[config.mk]
export PLATFORM = sky130hd
export DESIGN_NAME = mips_muldiv_unit
export DESIGN_NICKNAME = d
export VERILOG_FILES = /design/src/rtl/muldiv_pkg.sv /design/src/rtl/mips_muldiv_unit.sv
export SDC_FILE = /design/constraint.sdc
export NUM_CORES = 1
export LEC_CHECK = 0
export ABC_AREA = 1
export BUFFER_PORTS_ARGS = -buffer_cell sky130_fd_sc_hd__buf_2
export CAP_MARGIN = 20
export CORE_ASPECT_RATIO = 1.4
export CORE_MARGIN = 4
export CORE_UTILIZATION = 40
export CTS_BUF_LIST = sky130_fd_sc_hd__clkbuf_16
export DETAILED_ROUTE_END_ITERATION = 6
export GPL_ROUTABILITY_DRIVEN = 1
export PLACE_DENSITY_LB_ADDON = 0.2
export RECOVER_POWER = 25
export SYNTH_ARGS = -nofsm -noshare
export SYNTH_HDL_FRONTEND = slang
export SYNTH_SLANG_ARGS = --single-unit
[constraint.sdc]
create_clock -name clock -period 5.75 [get_ports clock]
set_input_delay 0.2875 -clock clock [delete_from_list [all_inputs] [get_ports clock]]
set_output_delay 0.2875 -clock clock [all_outputs]
set_load 0.1 [all_outputs]
[src/rtl/muldiv_pkg.sv]
// rtl/muldiv_pkg.sv - shared op encodings, FSM states and sign helpers for the mul/div unit
package muldiv_pkg;

    localparam logic [1:0] OP_MULT  = 2'd0;
    localparam logic [1:0] OP_MULTU = 2'd1;
    localparam logic [1:0] OP_DIV   = 2'd2;
    localparam logic [1:0] OP_DIVU  = 2'd3;

    // Helpers work on a wide carrier; callers zero-extend in and truncate out,
    // which keeps two's-complement negation exact at any width up to XW.
    localparam int XW = 128;

    typedef enum logic [1:0] {
        IDLE,
        MUL,
        DIV,
        FIX
    } state_t;

    function automatic logic [XW-1:0] neg_if(input logic [XW-1:0] x, input logic neg);
        return neg ? -x : x;
    endfunction

    function automatic logic [XW-1:0] abs_val(input logic [XW-1:0] x, input logic is_neg);
        return neg_if(x, is_neg);
    endfunction

endpackage

[src/rtl/mips_muldiv_unit.sv]
// rtl/mips_muldiv_unit.sv - iterative MULT/MULTU/DIV/DIVU unit with HI/LO registers
module mips_muldiv_unit
    import muldiv_pkg::*;
#(
    parameter int WIDTH = 32
) (
    input  logic             clock,
    input  logic             reset,
    input  logic             start,
    input  logic [1:0]       op,
    input  logic [WIDTH-1:0] rs_data,
    input  logic [WIDTH-1:0] rt_data,
    input  logic             hi_we,
    input  logic             lo_we,
    input  logic [WIDTH-1:0] wdata,
    output logic             busy,
    output logic             done,
    output logic [WIDTH-1:0] hi,
    output logic [WIDTH-1:0] lo,
    output logic             div_by_zero
);

    localparam int CW = $clog2(WIDTH + 1);
    localparam int PW = 2 * WIDTH;

    state_t           state, state_next;
    logic [CW-1:0]    cnt;
    logic [WIDTH-1:0] mcand, divisor, dividend_orig;
    logic [PW-1:0]    acc;
    logic             neg_q, neg_r, is_div;

    logic             signed_op, rs_neg, rt_neg, last_iter, div_ge;
    logic [WIDTH-1:0] rs_abs, rt_abs, div_diff, quot_fix, rem_fix;
    logic [WIDTH:0]   mul_sum, div_trial;
    logic [PW-1:0]    prod_fix;

    assign busy      = (state != IDLE);
    assign last_iter = (cnt == CW'(WIDTH - 1));

    assign signed_op = ~op[0];
    assign rs_neg    = signed_op & rs_data[WIDTH-1];
    assign rt_neg    = signed_op & rt_data[WIDTH-1];
    assign rs_abs    = WIDTH'(abs_val(XW'(rs_data), rs_neg));
    assign rt_abs    = WIDTH'(abs_val(XW'(rt_data), rt_neg));

    // Multiply: acc = {partial product, remaining multiplier bits}, shifted right each step.
    assign mul_sum   = {1'b0, acc[PW-1:WIDTH]} + (acc[0] ? {1'b0, mcand} : {(WIDTH+1){1'b0}});

    // Divide: acc = {partial remainder, dividend/quotient bits}, shifted left each step.
    assign div_trial = acc[PW-1:WIDTH-1];
    assign div_ge    = (div_trial >= {1'b0, divisor});
    assign div_diff  = div_trial[WIDTH-1:0] - divisor;

    assign prod_fix  = PW'(neg_if(XW'(acc), neg_q));
    assign quot_fix  = WIDTH'(neg_if(XW'(acc[WIDTH-1:0]), neg_q));
    assign rem_fix   = WIDTH'(neg_if(XW'(acc[PW-1:WIDTH]), neg_r));

    always_ff @(posedge clock) begin
        if (reset) state <= IDLE;
        else       state <= state_next;
    end

    always_comb begin
        state_next = state;
        case (state)
            IDLE:     if (start) state_next = op[1] ? DIV : MUL;
            MUL, DIV: if (last_iter) state_next = FIX;
            FIX:      state_next = IDLE;
            default:  state_next = IDLE;
        endcase
    end

    always_ff @(posedge clock) begin
        if (reset) begin
            cnt           <= '0;
            mcand         <= '0;
            divisor       <= '0;
            dividend_orig <= '0;
            acc           <= '0;
            neg_q         <= 1'b0;
            neg_r         <= 1'b0;
            is_div        <= 1'b0;
            hi            <= '0;
            lo            <= '0;
            done          <= 1'b0;
            div_by_zero   <= 1'b0;
        end else begin
            done <= 1'b0;
            case (state)
                IDLE: begin
                    if (start) begin
                        is_div        <= op[1];
                        neg_q         <= rs_neg ^ rt_neg;
                        neg_r         <= rs_neg;
                        dividend_orig <= rs_data;
                        mcand         <= rs_abs;
                        divisor       <= rt_abs;
                        acc           <= {{WIDTH{1'b0}}, (op[1] ? rs_abs : rt_abs)};
                        cnt           <= '0;
                        div_by_zero   <= 1'b0;
                    end else begin
                        if (hi_we) hi <= wdata;
                        if (lo_we) lo <= wdata;
                    end
                end
                MUL: begin
                    acc <= {mul_sum, acc[WIDTH-1:1]};
                    cnt <= cnt + 1'b1;
                end
                DIV: begin
                    acc <= {(div_ge ? div_diff : div_trial[WIDTH-1:0]), acc[WIDTH-2:0], div_ge};
                    cnt <= cnt + 1'b1;
                end
                FIX: begin
                    done <= 1'b1;
                    if (!is_div) begin
                        hi <= prod_fix[PW-1:WIDTH];
                        lo <= prod_fix[WIDTH-1:0];
                    end else if (divisor == '0) begin
                        // Divide by zero: report the original dividend and an all-ones quotient.
                        hi          <= dividend_orig;
                        lo          <= '1;
                        div_by_zero <= 1'b1;
                    end else begin
                        hi <= rem_fix;
                        lo <= quot_fix;
                    end
                end
                default: ;
            endcase
        end
    end

endmodule

# Yosys cells after proc, flatten, opt, wreduce, memory -nomap -nowiden
# Index checks and enable logic that the tools add are counted.
totals:
  regBits: 237
  out_inout_bits: 67
  input_bits: 103
op_classes:
  n_mux: 31
  n_eq_ne: 11
  n_reduce_logical: 14
  magnitude_cmp: 1
  bitwise_logic: 4
  add_sub_neg: 8
ops:
  columns: ["cell", "n"]
  rows:
  - ["$mux W32", 15]
  - ["$pmux W64 S3", 1]
  - ["$mux W64", 2]
  - ["$neg A32 Y32", 4]
  - ["$pmux W32 S2", 2]
  - ["$neg A64 Y64", 1]
  - ["$add A32 B32 Y33", 1]
  - ["$ge A33 B32 Y1", 1]
  - ["$logic_not A32 Y1", 1]
  - ["$sub A32 B32 Y32", 1]
  - ["$ne A2 B2 Y1 const B", 6]
  - ["$pmux W6 S2", 1]
  - ["$reduce_and A2 Y1", 4]
  - ["$add A6 B1 Y6 const B", 1]
  - ["$eq A6 B5 Y1 const B", 1]
  - ["$mux W2", 3]
  - ["$mux W6", 1]
  - ["$pmux W2 S3", 1]
  - ["$reduce_and A3 Y1", 2]
  - ["$reduce_bool A2 Y1", 3]
  - ["$eq A2 B2 Y1 const B", 2]
  - ["$mux W1", 4]
  - ["$reduce_and A4 Y1", 1]
  - ["$reduce_bool A3 Y1", 1]
  - ["8 further kinds", 9]

# Logic depth before layout (Yosys ltp)
logic_depth:
  ltp_word: 6
  mapped_depth: 20
  ltp_nobuf: 18

# Worst setup path after synthesis
# No wires, ideal clock.
synth_timing:
  path_type: "reg-to-reg"
  start: "reg acc[0]"
  end: "reg acc[63]"
  synth_period_minus_slack_ns: 2.510
  stages_incl_launch_ff: 21
  setup_slack_ns: 3.240
  arrival_ns: 2.443
  path_cell_list: "dfxtp_1 -> buf_6 -> clkbuf_1 -> nand2_1 -> inv_1 -> ha_1 -> inv_1 -> fa_1 -> o21ai_0 -> nand2_1 -> nand2_1 -> nand2_1 -> nand2_1 -> nand2_1 -> nand2_1 -> nand2_1 -> nand2_1 -> nand2_1 -> nand2_1 -> nand2_1 -> a21oi_2"
synth_via:
  elab_chain_len: 3
synth_lines:
  columns: ["element", "line_no", "source"]
  rows:
  - ["from (decl)", "mips_muldiv_unit.sv:29", "logic [PW-1:0] acc;"]
  - ["from (signal assigned)", "mips_muldiv_unit.sv:98", "acc <= {{WIDTH{1'b0}}, (op[1] ? rs_abs : rt_abs)};"]
  - ["from (signal assigned)", "mips_muldiv_unit.sv:107", "acc <= {mul_sum, acc[WIDTH-1:1]};"]
  - ["from (signal assigned)", "mips_muldiv_unit.sv:111", "acc <= {(div_ge ? div_diff : div_trial[WIDTH-1:0]), acc[WIDTH-2:0], div_ge};"]
  - ["$mux W32", "mips_muldiv_unit.sv:47", "assign mul_sum = {1'b0, acc[PW-1:WIDTH]} + (acc[0] ? {1'b0, mcand} : {(WIDTH+1){1'b0}});"]
  - ["$add A32 B32 Y33", "mips_muldiv_unit.sv:47", null]
  - ["$pmux W64 S3", "mips_muldiv_unit.sv:89", "case (state)"]
# No other way between the ends.
# A chain may end at the register's enable or synchronous reset.

# Final worst setup path
layout_timing:
  start: "reg state[0]"
  end: "reg divisor[24]"
layout_via:
  elab_chain_len: 2
layout_lines:
  columns: ["element", "line_no", "source"]
  rows:
  - ["from (decl)", "mips_muldiv_unit.sv:26", "state_t state, state_next;"]
  - ["from (signal assigned)", "mips_muldiv_unit.sv:60", "else state <= state_next;"]
  - ["$logic_not A2 Y1", "mips_muldiv_unit.sv:89", null]
  - ["$reduce_and A2 Y1 (no line)", null, null]
  - ["to (signal assigned)", "mips_muldiv_unit.sv:97", "divisor <= rt_abs;"]
  - ["to (decl)", "mips_muldiv_unit.sv:28", "logic [WIDTH-1:0] mcand, divisor, dividend_orig;"]
# No other way between the ends.

==> results.md <==
- Area Growth Syn to Fin: 9.50%
- CP peak stage delay: 1.07 ns
- Pwr/cell area: 429 nW/um^2
- Seq/Total Area, Yosys: 0.225
- Filler cell count: about 5900
- Synth Flop Type: dfxtp_1
- CTS Buf Count: 27
- CTS Buffer Depth: 3
- Post-synthesis area per instance: between 5 and 6 sq um
- Async S/R FF share, synth: 0
- Skew-Pair Late Insertion Delay: 0.59 ns
- Detailed Routing Iterations Pass 1: 5
- Largest area contributor in the netlist: dfxtp_1
- ANT cells: 0
- Highest-delay cell along the critical path: inv_1
- Leakage: 11.5 nW
- Pre-CTS WS: 2.42 ns
- Global-route wire length before repair: approximately 150 mm
- Setup CP Type: reg2reg
- Via count: about 24000
- Number of global-route vias before repair: 23362
- Post-CTS Setup Bufs: 0
- Cell Count, Final, Fillers Out: around 4400
- Tot GR Track Use: 0.335
- CP required: slightly above 6 ns
- Most frequent cells in the layout: nand2_1, inv_1, nor2_1, a21oi_1, o21ai_0
- Avg WL per Cell: 22.5 um
- Tmin final: between 3 and 4 ns
- Top cell type's share of synthesized area: 0.225
- Row cnt: between 90 and 100
- Placed Cells: about 4300
- Synthesized-area fraction occupied by adder cells: 0.0455
- Final core occ: 0.441
- Final weighted congestion in routability-driven placement: between 1 and 1.5
- Mux contribution to synthesized area: 0
- Area fraction in compound gates after synthesis: 0.189
- Layout cells sized above 1: 0.0908
- Pin count of the biggest net entering global routing: between 100 and 150
- Run status: finished clean
- RSZ-0062 raised after global routing: no
- Slew Limit Headroom: 0.163
- Cells along the critical path: inv_1, ha_1, nand2_1, inv_1, buf_4, nand3_1, o211ai_1, inv_1
- Core Region: between 50000 and 60000 sq um
- Nets: a little under 4000
- CTS root buffer: clkbuf_16
- Die area: 56200 sq um
- Crit path top cell by count: inv_1
- Final antenna-violating net count: 0
- HP Class: in2reg
- CTS Sinks: roughly 240
- IO Count: 170
- Post-synthesis sequential element count: between 200 and 250
- Die width: a little over 200 um
- Max IR drop VDD: around 0.00046 V
- Post-DP HPWL: roughly 79 mm
- Setup-violating endpoint count in the final report: 0
- Final setup TNS: 0 ns
- Die Height: around 280 um
- CP max FO: 64
- Final Cycle Share: 0.684
- CTS H-Tree Depth: 1
- Initial antenna violation count: 1
- Mean number of vias per cell: 5.52
- Startpoint types: register
- Synthesized area: between 20000 and 25000 sq um
- Cells after Synth: around 3600
- Distinct cells, synth: 54
- Port bufs: roughly 170
- 1st-iter DRT viols: a little under 2000
- Critical Path End Type: register
- Xor/xnor share of the synthesized area: 0.0418
- Final WL: a little under 100 mm
- Post-synth EDFFs: 0
- Simple-gate share of the synthesized area: 0.383
- Clock transition at path regs: 0.07 ns
- Syn nets: ~3800
- Final Slew Violations: 0
- Worst clock skew: approximately 0.015 ns
- Ys Warns: 0
- Initial Util: 0.403
- Max-cap violation count: 0
- Final hold vios: 0
- Drt drc: 0
- PnR worst setup slack: about 1.8 ns
- Area contributors post-synth: dfxtp_1, nand2_1, inv_1, a21oi_1, o21ai_0
- Largest family of logic cells by synthesized area: simple AND/OR/NAND/NOR gates
- Commonest non-fill, non-tap cell in the layout: nand2_1
- Fmax: 254 MHz
- Worst Tran Pin Value: ~1.3 ns
- CP arrival: approximately 4.4 ns
- Grt total ovfl: 0
- CTS tree: done
==> critical path: cells and delay by family, from the launching register on <==
family | cells | cell delay (ns)
compound gates | 1 | 0.14
fa+ha+maj | 1 | 0.34
buf+inv | 4 | 1.91
flops | 1 | 0.33
simple gates | 2 | 1.03
==> Yosys cell counts, types with 26 or more instances <==
master       n
clkbuf_1    90
o21ai_0    280
nand3_1    274
xor2_1      77
nand2_1   1032
nand4_1     46
nand2_2     29
a21oi_1    296
ha_1        73
dfxtp_1    236
inv_1      431
o21ai_1     26
buf_2       30
a21oi_2     27
nor2_1     354
==> through the flow <==
stage	area, sq um	hold WS [ns]	power [mW]
3_5_place_dp	22100	0.439	8.02
6_report	23000	0.0164	9.85
4_1_cts	23000	0.00365	9.80
5_1_grt	23000	0.0187	10.4
2_1_floorplan	21000	0.423	6.33
3_3_place_gp	22100	0.441	8.02
==> state kept, by name, indices dropped and copies added, names as in the netlist <==
signal,cells
acc,64
divisor,32
hi,32
lo,32
mcand,32
dividend_orig,31
cnt,6
state,2
div_by_zero,1
done,1
is_div,1
neg_q,1
neg_r,1
==> logic make-up (layout without fill, tap and decap cells) <==
| kind of cell | Yosys count | after routing |
|---|---|---|
| and+or+nand+nor | 1867 | 1867 |
| AOI/OAI and AO/OA | 718 | 718 |
| buffers and inverters | 609 | 703 |
| DFF | 236 | 236 |
| xor gates and xnor gates | 100 | 100 |
| adders and majority gates | 75 | 75 |
==> metal layers <==
| metal | global-route usage | vias to the layer above | routed length, um |
|---|---|---|---|
| met3 | 0.0347 | 331 | 5500 |
| met1 | 0.368 | 10987 | 35600 |
| met2 | 0.584 | 944 | 46500 |
| li1 | - | 11782 | - |
| met5 | 0 | - | 14 |
| met4 | 0.277 | 2 | 10300 |
==> power breakdown <==
part	leakage (nW)	total (mW)	switching, mW	internal [mW]
combinational	9.12	5.61	4.28	1.32
clock	0.429	1.76	0.804	0.955
sequential	1.94	2.48	0.453	2.03
total	11.5	9.85	5.54	4.31
==> final timing paths <==
path,startpoint,cells past startpoint,slack (ns),to
setup / recovery,state[0],8,1.82,divisor[24]
hold / removal,rs_data[23],3,0.02,dividend_orig[23]
setup reg to reg,state[0],8,1.82,divisor[24]
hold reg to reg,dividend_orig[5],2,0.45,dividend_orig[5]
==> final cells by class <==
type	count	area, sq um	area share
Clock buffer	27	676	0.0294
Inverter	459	1720	0.0751
Sequential cell	236	4730	0.206
Clock inverter	22	186	0.00812
Multi-Input combinational cell	2760	13800	0.603
Timing Repair Buffer	195	978	0.0426
Tap cell	656	821	0.0358
==> repair_timing <==
item,in CTS,in global routing
hold endpoints to repair,9,0
hold buffers,7,0
gates resized for setup,0,0
(Power assumes the default switching activity.)
